$ cat config.mk
export PLATFORM = sky130hd
export DESIGN_NAME = mult_hilo_ctrl
export DESIGN_NICKNAME = d
export VERILOG_FILES = /design/src/rtl/mult_hilo_ctrl_pkg.sv /design/src/rtl/mult_hilo_ctrl.sv
export SDC_FILE = /design/constraint.sdc
export NUM_CORES = 1
export LEC_CHECK = 0
export ABC_CLOCK_PERIOD_IN_PS = 1650
export BUFFER_PORTS_ARGS = -buffer_cell sky130_fd_sc_hd__buf_2
export CELL_PAD_IN_SITES_DETAIL_PLACEMENT = 1
export CELL_PAD_IN_SITES_GLOBAL_PLACEMENT = 2
export CORE_UTILIZATION = 26
export DETAILED_ROUTE_END_ITERATION = 12
export GPL_TIMING_DRIVEN = 0
export HOLD_SLACK_MARGIN = 0.12
export MAX_ROUTING_LAYER = met4
export PLACE_DENSITY = 0.8
export SKIP_CTS_REPAIR_TIMING = 1
export SLEW_MARGIN = 20
export SYNTH_ARGS = -nofsm -noshare
export SYNTH_HDL_FRONTEND = slang
export SYNTH_SLANG_ARGS = --single-unit
$ cat constraint.sdc
create_clock -name clk -period 1.65 [get_ports clk]
set_clock_uncertainty 0.1 [all_clocks]
set_input_delay 0.0825 -clock clk [delete_from_list [all_inputs] [get_ports clk]]
set_output_delay 0.0825 -clock clk [all_outputs]
set_load 0.05 [all_outputs]
$ cat src/rtl/mult_hilo_ctrl_pkg.sv
// Shared EX-stage definitions for the MULTU sequencer: FSM encoding,
// funct codes of the HI/LO instructions and multiplier signal encodings.
package mult_hilo_ctrl_pkg;

  // Default operand width and iteration count (one iteration per operand bit).
  localparam int WIDTH_DEFAULT = 32;
  localparam int ITER_DEFAULT  = 32;

  // R-type funct codes of the instructions this block serves.
  localparam logic [5:0] FUNCT_MFHI  = 6'h10;
  localparam logic [5:0] FUNCT_MFLO  = 6'h12;
  localparam logic [5:0] FUNCT_MULTU = 6'h19;

  // Multiplier mode select: iterate, or copy accumulator to the product port.
  localparam logic SIG_MULT = 1'b1;
  localparam logic SIG_OUT  = 1'b0;

  // Sequencer states.
  typedef enum logic [2:0] {
    ST_IDLE   = 3'd0,
    ST_LOAD   = 3'd1,
    ST_RUN    = 3'd2,
    ST_DRAIN  = 3'd3,
    ST_COMMIT = 3'd4
  } mul_state_e;

  // A multiply is in flight in every state except IDLE.
  function automatic logic state_busy(input mul_state_e s);
    return (s != ST_IDLE);
  endfunction

endpackage

$ cat src/rtl/mult_hilo_ctrl.sv
// MULTU sequencer for the EX-stage shift-add multiplier. Loads operands,
// drives exactly ITER MULT cycles, drains the product, commits it to HI/LO,
// and stalls the pipeline for MFHI/MFLO/MULTU while a multiply is in flight.
// All multiplier controls are registered; the multiplier samples them on
// the falling edge, half a cycle after they settle.
module mult_hilo_ctrl
  import mult_hilo_ctrl_pkg::*;
#(
  parameter int WIDTH = WIDTH_DEFAULT,
  parameter int ITER  = ITER_DEFAULT
) (
  input  logic               clk,
  input  logic               reset,
  input  logic               start,
  input  logic [WIDTH-1:0]   src_a,
  input  logic [WIDTH-1:0]   src_b,
  input  logic               mfhi_req,
  input  logic               mflo_req,
  output logic               stall,
  output logic               busy,
  output logic               done,
  output logic [WIDTH-1:0]   hi,
  output logic [WIDTH-1:0]   lo,
  output logic               mul_load,
  output logic               mul_signal,
  output logic [WIDTH-1:0]   mul_dataA,
  output logic [WIDTH-1:0]   mul_dataB,
  input  logic [2*WIDTH-1:0] mul_product
);

  // Iteration counter must hold 0..ITER-1.
  localparam int CW = (ITER > 1) ? $clog2(ITER) : 1;
  localparam logic [CW-1:0] LAST_ITER = CW'(ITER - 1);

  mul_state_e    state_r;
  mul_state_e    state_nxt_s;
  logic [CW-1:0] count_r;
  logic          accept_s;

  // A new MULTU is only taken while idle; otherwise it waits under stall.
  assign accept_s = (state_r == ST_IDLE) && start;

  assign busy  = state_busy(state_r);
  assign stall = busy & (start | mfhi_req | mflo_req);

  // State register.
  always_ff @(posedge clk or negedge reset) begin
    if (!reset) begin
      state_r <= ST_IDLE;
    end else begin
      state_r <= state_nxt_s;
    end
  end

  // Next-state sequencing: IDLE -> LOAD -> RUN x ITER -> DRAIN -> COMMIT -> IDLE.
  always_comb begin
    state_nxt_s = state_r;
    case (state_r)
      ST_IDLE: begin
        if (start) begin
          state_nxt_s = ST_LOAD;
        end else begin
          state_nxt_s = ST_IDLE;
        end
      end
      ST_LOAD: begin
        state_nxt_s = ST_RUN;
      end
      ST_RUN: begin
        if (count_r == LAST_ITER) begin
          state_nxt_s = ST_DRAIN;
        end else begin
          state_nxt_s = ST_RUN;
        end
      end
      ST_DRAIN: begin
        state_nxt_s = ST_COMMIT;
      end
      ST_COMMIT: begin
        state_nxt_s = ST_IDLE;
      end
      default: begin
        state_nxt_s = ST_IDLE;
      end
    endcase
  end

  // Iteration counter: cleared outside RUN, counts one per MULT cycle.
  always_ff @(posedge clk or negedge reset) begin
    if (!reset) begin
      count_r <= {CW{1'b0}};
    end else if (state_r == ST_RUN) begin
      count_r <= count_r + {{(CW-1){1'b0}}, 1'b1};
    end else begin
      count_r <= {CW{1'b0}};
    end
  end

  // Multiplier controls registered from the next state so they line up with it.
  always_ff @(posedge clk or negedge reset) begin
    if (!reset) begin
      mul_load   <= 1'b0;
      mul_signal <= SIG_OUT;
    end else begin
      mul_load   <= (state_nxt_s == ST_LOAD);
      mul_signal <= (state_nxt_s == ST_RUN) ? SIG_MULT : SIG_OUT;
    end
  end

  // Operand latch: captured on acceptance, held until the next acceptance.
  always_ff @(posedge clk or negedge reset) begin
    if (!reset) begin
      mul_dataA <= {WIDTH{1'b0}};
      mul_dataB <= {WIDTH{1'b0}};
    end else if (accept_s) begin
      mul_dataA <= src_a;
      mul_dataB <= src_b;
    end else begin
      mul_dataA <= mul_dataA;
      mul_dataB <= mul_dataB;
    end
  end

  // HI/LO commit and one-cycle done pulse on the edge leaving COMMIT.
  always_ff @(posedge clk or negedge reset) begin
    if (!reset) begin
      hi   <= {WIDTH{1'b0}};
      lo   <= {WIDTH{1'b0}};
      done <= 1'b0;
    end else if (state_r == ST_COMMIT) begin
      hi   <= mul_product[2*WIDTH-1:WIDTH];
      lo   <= mul_product[WIDTH-1:0];
      done <= 1'b1;
    end else begin
      hi   <= hi;
      lo   <= lo;
      done <= 1'b0;
    end
  end

endmodule
==> results.json <==
{
  "leakagePower_nw": 4.54,
  "die-height_um": 145,
  "globalRouteTotalUtil_pct": 13.7,
  "final_period_minus_worst_setup_slack_ns": 1.90,
  "cts_root_buffer": "sky130_fd_sc_hd__clkbuf_16",
  "io_pins": 266,
  "async_reset_ff_share_pct": 100,
  "fmax_mhz": 526,
  "cts_tree": "yes",
  "timing.final.ws_setup_ns": -0.251,
  "cp_num_cells": 6,
  "syn_to_final_growth_pct": 74.8,
  "ir_drop_uv": 1350,
  "yosys_warnings": 0,
  "routed-via-count": 4310,
  "ys_top_cells_by_area": "sky130_fd_sc_hd__dfrtp_1, sky130_fd_sc_hd__mux2_2, sky130_fd_sc_hd__mux2_1, sky130_fd_sc_hd__buf_8, sky130_fd_sc_hd__buf_6",
  "synth.distinct_cells": 25,
  "period_share_pct": 115,
  "syn-cell-area_mm2": 0.00530,
  "worst-path-max-fanout": 10,
  "critical_path_cell_by_cell": "buf_6 > nor4b_4 > buf_6 > buf_12 > buf_12 > mux2_1",
  "path_buf_inv": 4,
  "maxSlewHeadroom_pct": 66.2,
  "yosysTopAreaCellShare_pct": 65.7,
  "powerDensity_mw_per_mm2": 2350,
  "route.detailed.vias_per_inst": 4.23,
  "leading_cell_types_by_count_after_synthesis": "sky130_fd_sc_hd__dfrtp_1, sky130_fd_sc_hd__mux2_2, sky130_fd_sc_hd__mux2_1, sky130_fd_sc_hd__buf_2",
  "largest_delay_share_family_worst_path": "buffers and inverters",
  "number_of_nets_at_the_end_of_the_flow": 876,
  "worst-r2r-setup-slack_ns": -0.25,
  "pre_cts_ws_ns": -0.249,
  "synthDominantAreaCellType": "sky130_fd_sc_hd__dfrtp_1",
  "postSynthRegisterBits": 139,
  "yosys_most_used_dff": "sky130_fd_sc_hd__dfrtp_1",
  "worst_hold_path_type": "input pin to asynchronous set/reset pin",
  "mappedNetlistNets": 445,
  "worstRegToRegCells": 6,
  "x_dimension_of_the_die_um": 145,
  "critPathSlowestCell": "sky130_fd_sc_hd__nor4b_4",
  "critPathCapture": "mul_dataB[30]",
  "synth_seq_area_share_pct": 65.7,
  "clk_path_buf_depth": 2,
  "first_pass_iters": 4,
  "status": "finished, violations left",
  "row_count": 51,
  "drive_above_1_share_pct": 59.8,
  "antenna_violating_nets_post_route": 0,
  "core_mm2": 0.0197,
  "floorplan.die_area_mm2": 0.0209,
  "maximum_number_of_pins_on_one_net_before_global_route_repair": 82,
  "end_kind": "flip-flop",
  "synth.most_common_cell": "sky130_fd_sc_hd__dfrtp_1",
  "grt_first_pass_wirelength_um": 21200,
  "critical_path.startpoint": "state_r[2]",
  "timing_max_transition_violations_final": 0,
  "syn-instance-count": 310,
  "report.final.hold_viol_count": 0,
  "final_core_utilization_pct": 47.0,
  "finalWeightedCongestion": 0.754,
  "fin_hold_ws_ns": 0.0919,
  "number_of_global_route_vias_before_repair": 4190,
  "rsz_0062_raised_after_global_routing": "yes",
  "grt_antenna_before_repair": 1,
  "cts-buffers-inserted": 17,
  "clk_transition_reported_paths_ns": 0.06,
  "setup.worst_path.class": "flip-flop to flip-flop",
  "dp.final_hpwl_um": 10700,
  "finalSetupViolations": 120,
  "slowest_delay_ns": 0.38,
  "routedWlPerCell_um": 17.6,
  "overflow_left_after_global_routing": 0,
  "post-route-drc-count": 0,
  "clk_latency_ns": 0.41,
  "synth.avg_cell_area_um2": 17.1,
  "critical_path_arrival_ns": 2.08,
  "cp_startpoint_kind": "flip-flop",
  "failed_checks": "setup timing",
  "route.final.wire_length_um": 17900,
  "floorplan.initialDensity_pct": 26.9,
  "finalSetupTns_ns": -18.38,
  "timing.rr.end": "mul_dataB[30]",
  "htreeDepth": 4,
  "max-cap-violations": 0,
  "drt-initial-drc-count": 56,
  "synth_enable_flop_cells": 0,
  "worst_ep_required_time_ns": 1.83,
  "tritoncts_num_sinks": 139,
  "tightest_slew_ns": 0.505,
  "port_buffers": 265,
  "critical_path.reg2reg.startpoint": "state_r[2]"
}
metrics by stage:
| stage | instance area [um^2] | total power, mW | std cells |
|---|---|---|---|
| 3_3_place_gp | 6960 | 16.2 | 840 |
| 6_report | 9260 | 21.8 | 1019 |
| 2_1_floorplan | 5300 | 13.9 | 310 |
| 4_1_cts | 7590 | 20.5 | 872 |
| 3_5_place_dp | 6990 | 16.6 | 841 |
| 5_1_grt | 9260 | 22.7 | 1019 |
logic make-up after synthesis:
family,after synthesis,share of synthesized area [%]
flops,139,65.7
mux,129,27.4
simple gates,18,2.60
buf+inv,17,3.19
compound gates,4,0.496
fa+ha+maj,2,0.472
xor+xnor,1,0.165
worst min path at each step:
| stage | from | end |
|---|---|---|
| after floorplan | reset | count_r[0] |
| after global routing | start | mul_load |
| after detailed placement | reset | hi[27] |
| final | reset | hi[23] |
| after global placement | src_b[24] | mul_dataB[24] |
| after CTS | reset | hi[25] |
cell usage in the layout, fill, tap and decap left out, types with 3 or more instances in the layout:
cell | synthesis | final
sky130_fd_sc_hd__clkbuf_16 | 0 | 18
sky130_fd_sc_hd__dlygate4sd3_1 | 0 | 130
sky130_fd_sc_hd__buf_4 | 1 | 15
sky130_fd_sc_hd__mux2_4 | 0 | 35
sky130_fd_sc_hd__mux2_2 | 80 | 80
sky130_fd_sc_hd__dfrtp_1 | 139 | 139
sky130_fd_sc_hd__buf_2 | 6 | 264
sky130_fd_sc_hd__clkinv_2 | 0 | 4
sky130_fd_sc_hd__bufinv_16 | 0 | 3
sky130_fd_sc_hd__mux2_1 | 49 | 14
sky130_fd_sc_hd__nor2_1 | 3 | 3
sky130_fd_sc_hd__buf_8 | 5 | 7
sky130_fd_sc_hd__buf_12 | 0 | 5
sky130_fd_sc_hd__buf_6 | 5 | 6
cell type report:
cell class,instances,area (um^2)
fillers,2097,10500
flip-flops and latches,139,3480
clock buffers,20,457
plain buffers,17,229
clock inverters,11,144
diodes,1,2.50
multi-input cells,154,1790
repair buffers,412,2830
well taps,265,332
worst reg2reg max path: cells and delay by family, from the launching register on:
family / cells / cell delay [ns]
buffers and inverters: 4 / 0.58
flip-flops: 1 / 0.37
multiplexers: 1 / 0.35
AND/OR/NAND/NOR: 1 / 0.38
sequential cells by signal, indices dropped and copies added, names as in the netlist:
register and flops:
mul_load 1, mul_dataB 32, mul_signal 1, hi 32
mul_dataA 32, lo 32, state_r 3, count_r 5
done 1
power by group:
part | internal (mW) | switching (mW)
clock network | 2.45 | 1.45
logic | 3.79 | 8.06
registers | 5.08 | 0.948
per-layer routing:
layer / global-route usage, % / wire length [um] / vias to the layer above
met1: 13.9 / 6510 / 2177
li1: - / - / 1958
met5: - / 0 / -
met3: 3.92 / 767 / 24
met2: 24.8 / 10300 / 151
met4: 5.10 / 380 / 0
No activity file was read; power rests on OpenSTA's default activity.
